## config.mk

```make
export PLATFORM = sky130hd
export DESIGN_NAME = shift_add_multiplier
export DESIGN_NICKNAME = d
export VERILOG_FILES = /design/src/rtl/mult_pkg.sv /design/src/rtl/register.sv /design/src/rtl/shift_add_multiplier.sv
export SDC_FILE = /design/constraint.sdc
export NUM_CORES = 1
export LEC_CHECK = 0
export BUFFER_PORTS_ARGS = -buffer_cell sky130_fd_sc_hd__buf_2
export CORE_ASPECT_RATIO = 0.8
export CORE_UTILIZATION = 60
export DETAILED_ROUTE_END_ITERATION = 6
export PLACE_DENSITY = 0.82
export SLEW_MARGIN = 20
export SYNTH_ARGS = -nofsm -noshare
export SYNTH_HDL_FRONTEND = slang
export SYNTH_HIERARCHICAL = 1
export SYNTH_SLANG_ARGS = --single-unit
```

## constraint.sdc

```tcl
create_clock -name clock -period 3.9 [get_ports clock]
set_input_delay 0.195 -clock clock [delete_from_list [all_inputs] [get_ports clock]]
set_output_delay 0.195 -clock clock [all_outputs]
set_load 0.03 [all_outputs]
```

## src/rtl/mult_pkg.sv

```systemverilog
// Shared types and helpers for the shift-add multiplier.
// The multiplier's optional signed mode is enabled by defining MULT_SIGNED_EN.
package mult_pkg;

    typedef enum logic [1:0] {
        IDLE = 2'd0,
        CALC = 2'd1,
        DONE = 2'd2
    } state_t;

    // Width of a counter that must hold the value n.
    function automatic int cnt_width(input int n);
        return $clog2(n + 1);
    endfunction

endpackage

```

## src/rtl/register.sv

```systemverilog
// Generic enabled register with asynchronous active-high reset.
module register #(
    parameter int size = 8
) (
    input  logic            clock,
    input  logic            reset,
    input  logic            enable,
    input  logic [size-1:0] regIn,
    output logic [size-1:0] regOut
);

    always_ff @(posedge clock or posedge reset) begin
        if (reset) begin
            regOut <= '0;
        end else if (enable) begin
            regOut <= regIn;
        end
    end

endmodule

```

## src/rtl/shift_add_multiplier.sv

```systemverilog
// Multicycle shift-add multiplier producing a 2*size-bit product.
// Define MULT_SIGNED_EN for two's complement operands and product.
module shift_add_multiplier
    import mult_pkg::*;
#(
    parameter int size = 8
) (
    input  logic              clock,
    input  logic              reset,
    input  logic              start,
    input  logic [size-1:0]   opA,
    input  logic [size-1:0]   opB,
    output logic              busy,
    output logic              done,
    output logic [2*size-1:0] product
);

    localparam int CW = cnt_width(size);

    state_t              state_q, state_d;
    logic                load_en;
    logic [size-1:0]     mcand_q;
    logic [2*size-1:0]   acc_q;
    logic                carry_q;
    logic [CW-1:0]       cnt_q;
    logic [size:0]       sum_w;
    logic [2*size:0]     shift_w;
    logic [2*size-1:0]   product_d;
    logic [size-1:0]     op_a_w;
    logic [size-1:0]     op_b_w;

`ifdef MULT_SIGNED_EN
    logic sign_q;

    // Magnitudes fit in size bits unsigned, including the most negative value.
    assign op_a_w = opA[size-1] ? (~opA + size'(1)) : opA;
    assign op_b_w = opB[size-1] ? (~opB + size'(1)) : opB;
`else
    assign op_a_w = opA;
    assign op_b_w = opB;
`endif

    always_ff @(posedge clock or posedge reset) begin
        if (reset) begin
            state_q <= IDLE;
        end else begin
            state_q <= state_d;
        end
    end

    always_comb begin
        state_d = state_q;
        load_en = 1'b0;
        case (state_q)
            IDLE: begin
                if (start) begin
                    state_d = CALC;
                end
            end
            CALC: begin
                if (cnt_q == CW'(1)) begin
                    state_d = DONE;
                    load_en = 1'b1;
                end
            end
            DONE: begin
                state_d = IDLE;
            end
            default: begin
                state_d = IDLE;
            end
        endcase
    end

    assign busy = (state_q != IDLE);
    assign done = (state_q == DONE);

    always_comb begin
        sum_w = {carry_q, acc_q[2*size-1:size]};
        if (acc_q[0]) begin
            sum_w = {1'b0, acc_q[2*size-1:size]} + {1'b0, mcand_q};
        end
        shift_w = {sum_w, acc_q[size-1:0]} >> 1;
`ifdef MULT_SIGNED_EN
        product_d = sign_q ? (~shift_w[2*size-1:0] + (2*size)'(1)) : shift_w[2*size-1:0];
`else
        product_d = shift_w[2*size-1:0];
`endif
    end

    always_ff @(posedge clock or posedge reset) begin
        if (reset) begin
            mcand_q <= '0;
            acc_q   <= '0;
            carry_q <= 1'b0;
            cnt_q   <= '0;
`ifdef MULT_SIGNED_EN
            sign_q  <= 1'b0;
`endif
        end else begin
            case (state_q)
                IDLE: begin
                    if (start) begin
                        mcand_q <= op_a_w;
                        acc_q   <= {{size{1'b0}}, op_b_w};
                        carry_q <= 1'b0;
                        cnt_q   <= CW'(size);
`ifdef MULT_SIGNED_EN
                        sign_q  <= opA[size-1] ^ opB[size-1];
`endif
                    end
                end
                CALC: begin
                    {carry_q, acc_q} <= shift_w;
                    cnt_q            <= cnt_q - CW'(1);
                end
                default: begin
                end
            endcase
        end
    end

    register #(
        .size(2*size)
    ) u_product_reg (
        .clock  (clock),
        .reset  (reset),
        .enable (load_en),
        .regIn  (product_d),
        .regOut (product)
    );

endmodule

```

# Word-level counts from Yosys, hierarchy flattened
# Cells that the tools add are included.
[word_totals]
ff_bits = 47
latchBits = 0
ramBits = 0
romBits = 0
inputBits = 19
out_inout_bits = 18
word_cells = 31
memories = 0
[op_classes]
addsub = 2
n_mul = 0
div_mod_pow = 0
order_cmp = 0
eq_ne = 5
shift = 0
n_mux = 12
bitwise = 0
n_reduce_logical = 6
[ops]
columns = ["operator", "n"]
rows = [
  ["$pmux W16 S2", 1],
  ["$mux W16", 1],
  ["$add A8 B8 Y9", 1],
  ["$mux W9", 1],
  ["$pmux W4 S2", 1],
  ["$reduce_and A2 Y1", 3],
  ["$eq A4 B1 Y1 const B", 1],
  ["$mux W2", 2],
  ["$mux W4", 1],
  ["$ne A2 B2 Y1 const B", 2],
  ["$pmux W2 S2", 1],
  ["$reduce_bool A2 Y1", 2],
  ["$sub A4 B1 Y4 const B", 1],
  ["$mux W1", 3],
  ["$eq A2 B1 Y1 const B", 1],
  ["$eq A2 B2 Y1 const B", 1],
  ["$logic_not A2 Y1", 1],
  ["$pmux W1 S2", 1],
]

# Depth between registers and ports, before layout
# Gate-level depths: netlist of run 1.
[logic_depth]
word_depth = 3
mapped_depth = 7
depth_no_buf = 7

# Hierarchy
# Netlist of run 1, hierarchy kept.
[modules_own_cells]
columns = ["mod", "instances", "cells_each", "area_per_inst_um2", "seq_area_each_um2"]
rows = [
  ["shift_add_multiplier", 1, 181, 1644.1, 750.7],
  ["register", 1, 35, 653.1, 400.4],
]

# Worst setup path after synthesis of run 1
# Ideal clock, no wire load.
[synth_timing]
path_kind = "reg-to-reg"
from = "register mcand_q[0]"
to = "register u_product_reg.regOut[13]"
setup_ps = 125
t_arrival_ps = 1977
required_time_ps = 3775
setup_slack_ps = 1798
stages_incl_launch_ff = 8
path_buffers = 0
period_less_slack_ps = 2102
cell_sequence = "dfrtp_1 -> ha_1 -> fa_1 -> a21o_1 -> a221oi_2 -> xnor2_1 -> mux2_4 -> mux2_4"
[synth_between]
elab_chain_len = 2
[synth_rtl]
columns = ["element", "line_no", "rtl"]
rows = [
  ["start, declared", "shift_add_multiplier.sv:22", "logic [size-1:0] mcand_q;"],
  ["start signal, assigned", "shift_add_multiplier.sv:104", "mcand_q <= op_a_w;"],
  ["$add A8 B8 Y9", "shift_add_multiplier.sv:81", "sum_w = {1'b0, acc_q[2*size-1:size]} + {1'b0, mcand_q};"],
  ["$mux W9", "shift_add_multiplier.sv:80", "if (acc_q[0]) begin"],
  ["via sum_w[6]", "shift_add_multiplier.sv:26", "logic [size:0] sum_w;"],
  ["end signal, assigned", "register.sv:16", "regOut <= regIn;"],
  ["end, declared", "register.sv:9", "output logic [size-1:0] regOut"],
]
# The timed path passes the listed nets, and every way through them passes these cells.
# A chain may end at the register's enable or synchronous reset.

# Worst setup path in the final report of run 1
[layout_timing]
from = "register cnt_q[1]"
to = "register u_product_reg.regOut[3]"
[layout_between]
elab_chain_len = 3
[layout_rtl]
columns = ["element", "line_no", "rtl"]
rows = [
  ["start, declared", "shift_add_multiplier.sv:25", "logic [CW-1:0] cnt_q;"],
  ["start signal, assigned", "shift_add_multiplier.sv:107", "cnt_q <= CW'(size);"],
  ["start signal, assigned", "shift_add_multiplier.sv:115", "cnt_q <= cnt_q - CW'(1);"],
  ["$eq A4 B1 Y1", "shift_add_multiplier.sv:61", "if (cnt_q == CW'(1)) begin"],
  ["$mux W1", "shift_add_multiplier.sv:61", ""],
  ["$mux W1", "shift_add_multiplier.sv:54", "case (state_q)"],
  ["via load_en", "shift_add_multiplier.sv:21", "logic load_en;"],
]
# The timed path passes the listed nets, and every way through them passes these cells.

==> qor.yml, run 1 <==
run_status: "complete, but fails checks"
violations: "design-rule violations"
clock_path_buffers: 2
hold_path_class: "input port to register"
drt-initial-drc-count: 98
synthXorXnorAreaFrac_pct: 1.53
fmax_mhz: 443
critPathArrivalTime_ns: 2.44
drive_gt1_share_pct: 25.4
cp_max_fo: 16
reg2regPathDepth: 5
synth-adder-area-share_pct: 6.32
fillers: 266
yosysUniqueCellTypes: 37
seq_area_frac_synth_pct: 50.1
yosys.area_share.simple_pct: 15.9
min_from: "opA[6]"
grt-ovfl-total: 0
rows: 19
dr.pass1.iters: 6
chipHeight_um: 57.3
slew_headroom_pct: 36.5
grtUsageTotal_pct: 25.3
hold_end: "mcand_q[6]"
worstPathRequired_ns: 4.08
gp_congestion: 0.771
synth_top_family_by_area: "simple AND/OR/NAND/NOR gates"
clkSinkCount: 46
vias: 1652
crit_chain: "inv_1 > ha_1 > nor3b_1 > and2_1 > mux2_2"
end_kind: "register"
tritoncts: "built"
syn-num-nets: 246
p_leak_nw: 1.34
route.detailed.drc: 2
drv_slew: 0
reg2reg_setup_slack_ns: 1.64
synth_area_leaders: "dfrtp_1 50%, nand2_1 9.0%, mux2_4 7.2%, ha_1 5.4%, mux2_2 3.4%"
crit_type: "register to register"
crit_buf_inv: 1
layout_common_cells: "55 x nand2_1, 46 x dfrtp_1, 36 x buf_2"
grt_pass1_vias: 1620
synth_warnings: 6
routed_wl_mm: 4.56
fp.coreArea_um2: 3540
hpwl_mm: 3.22
crit_family: "simple AND/OR/NAND/NOR gates"
whs_path_depth: 3
nets: 282
insertion_delay_ns: 0.29
regArea_um2: 1150
antenna_found_initial: 0
synth_compound_area_share_pct: 10.6
diodes: 0
regToRegEndpoint: "u_product_reg/regOut[3]"
ios: 37
area_growth_syn_to_layout_pct: 11.9
root_buffer: "clkbuf_8"
die_w_um: 71.2
layout.cells.non_filler: 294
critPathSlowestCell: "and2_1"
clk_pin_slew_ns: 0.08
postSynthCellCount: 216
rsz0062_at_grt: "no"
cpPeakStageDelay_ns: 0.81
cap_violations: 0
synth_area_leader_cell: "dfrtp_1"
yosysTopAreaCellShare_pct: 50.1
grt_max_degree: 31
hold_viol: 0
worst_slew_pin_slew_ns: 0.952
initial_core_util_pct: 64.9
port_buffers: 36
die_area_um2: 4080
fin_crit_ns: 2.26
synth_mux_area_share_pct: 12.0
timing.setup.tns_ns: 0
finClkSkew_ns: 0.00173
worstReg2RegStart: "cnt_q[1]"
synth-seq-cells: 46
p_per_area_nw_per_um2: 953
start_kind: "register"
finalSetupViolCount: 0
multi_input_area_um2: 1060
power_mw: 2.45
routedWlPerCell_um: 15.5
layout_commonest_cell: "nand2_1"
avgViaCountPerCell: 5.62
placed_cells: 286
utilization_pct: 72.6
h-tree-depth: 2
ir_drop_uv: 618
antenna_left: 0
post-route-period-util_pct: 57.8
grt_pass1_wl_mm: 7.69
synth_area_um2: 2300
cts_buffers: 5
avgSynthCellArea_um2: 10.6
-- flip-flops by register name, summed over array words and instances, names as in the netlist --
signal / count
mcand_q: 8
acc_q: 16
cnt_q: 4
u_product_reg/regOut: 16
state_q: 2
-- cell usage after synthesis, drive strengths merged --
cell type  count
a21o           5
xor2           1
o21ai          7
o31a           1
nand2         55
and3           3
or2            1
nand4          1
nor2           4
dfrtp         46
nor3           1
or3            1
xnor2          3
nand2b         5
and2           3
fa             1
inv            5
o2bb2ai        2
mux2          20
clkbuf         7
a221oi         1
mux2i          1
buf            3
nor3b          1
nand3          5
a211oi         1
a22oi          7
a21oi          7
ha            10
a31oi          4
nor2b          3
a31o           1
-- how the worst max path moves through the flow --
stage | start | end | depth (start not counted)
after global routing | cnt_q[1] | u_product_reg/regOut[3] | 5
after global placement | mcand_q[0] | u_product_reg/regOut[13] | 7
final | cnt_q[1] | u_product_reg/regOut[3] | 5
after detailed placement | cnt_q[1] | u_product_reg/regOut[4] | 5
after floorplan | mcand_q[0] | u_product_reg/regOut[13] | 7
after CTS | acc_q[8] | u_product_reg/regOut[13] | 7
-- area by class of cell --
type,instances,share of cell area [%]
repair buffers,39,7.98
inverters,5,0.730
flip-flops and latches,46,44.8
multi-input cells,155,41.4
clock buffers,5,2.68
well taps,42,2.04
clock inverters,2,0.389
-- tightest hold or removal path, cell delays in order --
cell	delay (ns)
buf_2	0.07
nand2_1	0.04
nand2_1	0.04
-- metal layers --
| metal | up-vias | global-route usage (%) | share of wire [%] |
|---|---|---|---|
| li1 | 807 | - | - |
| met1 | 797 | 34.2 | 47 |
| met2 | 39 | 40.5 | 47 |
| met3 | 9 | 5.12 | 3.4 |
| met4 | 0 | 10.0 | 1.9 |
| met5 | - | 0 | 0 |
-- power breakdown --
group	leakage, nW	total, mW	internal (mW)	switching (mW)
Combinational	0.729	1.30	0.563	0.733
Sequential	0.567	0.887	0.707	0.180
Clock	0.0438	0.268	0.120	0.148
-- stage by stage --
step | hold slack (ns) | setup WS [ns] | area (um2)
final | 0.0842 | 1.64 | 2570
after global routing | 0.0955 | 1.47 | 2570
after CTS | 0.0808 | 1.66 | 2570
after detailed placement | 0.297 | 1.67 | 2480
after global placement | 0.304 | 1.73 | 2480
after floorplan | 0.109 | 1.80 | 2300
-- timing repair --
item	4_1_cts	5_1_grt
hold endpoints to repair	46	0
setup buffers	0	0
resized for setup	0	0
hold buffers	1	0
-- logic make-up after synthesis --
logic type / after synthesis
and+or+nand+nor: 83
DFF: 46
AOI/OAI and AO/OA: 36
muxes: 21
buffers and inverters: 15
adders and majority gates: 11
xor gates and xnor gates: 4
Note: power is estimated with default switching activity, not from simulation.
==> inputs of run 2 (changes only) <==
- ABC_AREA: unset -> 1
- CORE_UTILIZATION: 60 -> 51
- PLACE_DENSITY: 0.82 -> 0.74
- clock period: 3.9 -> 1.9 ns (I/O delays scaled with it)
==> qor.yml, run 2 <==
yosysUniqueCellTypes: 27  # -27%
yosysTopAreaCellShare_pct: 48.8  # -1.3 points
postSynthCellCount: 291  # +35%
drv_slew: 0  # unchanged
avgSynthCellArea_um2: 8.10  # -24%
post-route-period-util_pct: 93.6  # +36 points
layout_common_cells: "126 x nand2_1, 46 x dfrtp_1, 36 x buf_2"
timing.final.ws_setup_ns: 0.121  # -1.52 ns
initial_core_util_pct: 54.7  # -10 points
syn-num-nets: 321  # +30%
seq_area_frac_synth_pct: 48.8  # -1.3 points
synthArstFlopShare_pct: 100  # unchanged
hpwl_mm: 3.38  # +4.8%
die_w_um: 78.0  # +9.6%
whs_path_depth: 3  # unchanged
hold_path_class: "input port to register"
slew_headroom_pct: 61.8  # +25 points
finalSetupViolCount: 0  # unchanged
rows: 21  # +2
clkSinkCount: 46  # unchanged
p_leak_nw: 1.55  # +15%
grt_pass1_vias: 1787  # +10%
synth_area_leaders: "dfrtp_1 49%, nand2_1 20%, ha_1 5.3%, nand3_1 4.0%, inv_1 3.5%"
p_per_area_nw_per_um2: 1830  # +92%
run_status: "complete, no violations"
grt_max_degree: 31  # unchanged
port_buffers: 36  # unchanged
fin_crit_ns: 1.78  # -0.477 ns
reg2regPathDepth: 11  # +6
ir_drop_uv: 1170  # +89%
nets: 367  # +30%
power_mw: 5.06  # +110%
die_area_um2: 4900  # +20%
chipHeight_um: 62.8  # +9.5%
cap_violations: 0  # unchanged
vias: 1890  # +14%
regToRegEndpoint: "u_product_reg/regOut[13]"
cts_setup_buffers: 0  # unchanged
synthFlopType: "dfrtp_1"
antenna_left: 0  # unchanged
grt-ovfl-total: 0  # unchanged
clk_pin_slew_ns: 0.09  # about the same
reg_top3: "acc_q (16), u_product_reg/regOut (16), mcand_q (8)"
finClkSkew_ns: 0.00652  # +0.00479 ns
start_kind: "register"
insertion_delay_ns: 0.29  # about the same
yosys.cell_count.top_type: "nand2_1"
drt-initial-drc-count: 108  # +10%
reg2reg_setup_slack_ns: 0.12  # -1.52 ns
ios: 37  # unchanged
synth-edff-count: 0  # unchanged
routedWlPerCell_um: 11.7  # -25%
h-tree-depth: 2  # unchanged
fp.coreArea_um2: 4310  # +22%
area_growth_syn_to_layout_pct: 17.3
placedInstanceArea_um2: 2560  # +3.3%
layout_commonest_cell: "nand2_1"
cp_max_fo: 3  # -13
min_from: "opA[3]"
fmax_mhz: 562  # +27%
avgViaCountPerCell: 4.78  # -15%
dpl_worst_slack_ns: -0.00941  # -1.68 ns
root_buffer: "clkbuf_8"
route.detailed.drc: 0  # -2
synth_warnings: 6  # unchanged
drive_gt1_share_pct: 20.4  # -5.0 points
diodes: 0  # unchanged
hold_viol: 0  # unchanged
hold_end: "mcand_q[3]"
synth_area_leader_cell: "dfrtp_1"
grtUsageTotal_pct: 21.5  # -3.7 points
synth-seq-cells: 46  # unchanged
cts_buffers: 5  # unchanged
netlist_top_cells_count: "127 x nand2_1, 46 x dfrtp_1, 22 x inv_1"
clock_path_buffers: 2  # unchanged
routed_wl_mm: 4.60  # +0.97%
worstReg2RegStart: "acc_q[8]"
crit_type: "register to register"
worstPathRequired_ns: 2.09  # -1.99 ns
antenna_found_initial: 0  # unchanged
critPathArrivalTime_ns: 1.97  # -0.47 ns
design_area_um2: 2770  # +7.5%
worst_slew_pin_slew_ns: 0.572  # -0.380 ns
grt_pass1_wl_mm: 8.24  # +7.1%
end_kind: "register"
tritoncts: "built"
synth_area_um2: 2360  # +2.6%
gp_congestion: 0.866  # +12%
dr.pass1.iters: 4  # -2
-- run 2: cell count changes after synthesis, sizes merged, moves of 4 or more --
| cell | delta |
|---|---|
| a21o | -5 |
| buf | +5 |
| clkbuf | -7 |
| inv | +22 |
| mux2 | -20 |
| nand2 | +79 |
| nand2b | -5 |
| nand3 | +14 |
| nor2 | +6 |
| o21ai | +4 |
-- run 2: cells by family (layout without fill, tap and decap cells) --
logic type / after synthesis / count (layout) / share of synthesized area, %
compound gates: 26 / 26 / 6.42
fa+ha+maj: 11 / 11 / 6.16
buf+inv: 35 / 82 / 7.64
flops: 46 / 46 / 48.8
simple gates: 173 / 173 / 30.9
-- run 2: worst max path at each step --
stage | end | cells past startpoint | start
2_1_floorplan | u_product_reg/regOut[13] | 11 | mcand_q[0]
3_3_place_gp | u_product_reg/regOut[13] | 11 | mcand_q[0]
3_5_place_dp | u_product_reg/regOut[13] | 11 | mcand_q[0]
4_1_cts | u_product_reg/regOut[13] | 11 | mcand_q[0]
5_1_grt | u_product_reg/regOut[13] | 11 | acc_q[8]
6_report | u_product_reg/regOut[13] | 11 | acc_q[8]
-- run 2: critical path: stages, from the launching register on --
cell and delay [ns]:
dfrtp_1 0.39, ha_2 0.21, fa_2 0.35, nand2_2 0.08, nand3_2 0.09, nand3_2 0.09
nand2_1 0.07, nand2_1 0.06, nand3_1 0.07, and2_1 0.16, nand2_1 0.06, nand2_1 0.05
-- run 2: timing repair --
item / CTS / global route
endpoints found under the hold margin: 52 / 0
resized for setup: 1 / 4
gates cloned: 0 / 0
pin swaps: 0 / 1
hold buffers: 7 / 0
setup endpoints to repair: 2 / 3
-- run 2: metal layers --
layer | vias to the layer above | wire (um) | share of wire (%) | global-route usage, %
met3 | 2 | 218 | 4.7 | 4.09
li1 | 1008 | - | - | -
met1 | 846 | 2390 | 52 | 31.6
met2 | 34 | 1970 | 43 | 32.7
met5 | - | 0 | 0 | 0
met4 | 0 | 27 | 0.59 | 5.56
-- run 2: layout make-up --
type                            count  area (um2)
Inverter                           27         106
Clock inverter                      3        43.8
Timing Repair Buffer               47         280
Clock buffer                        5        68.8
Multi-Input combinational cell    210        1040
Sequential cell                    46        1150
Fill cell                         398        1540
Tap cell                           57        71.3
-- run 2: stage by stage --
stage	hold WS [ns]	cells	util [%]	setup TNS [ns]
detailed placement	0.200	380	59.5	-0.00941
floorplan	0.00874	291	-	0
finish	0.00485	395	64.2	0
CTS	0.00417	395	63.8	0
global placement	0.194	380	59.5	0
global route	0.0118	395	64.2	-0.00135
-- run 2: power breakdown --
part	internal (mW)	switching [mW]	total, mW
clock	0.394	0.331	0.726
combinational	0.907	1.65	2.55
sequential	1.43	0.345	1.78
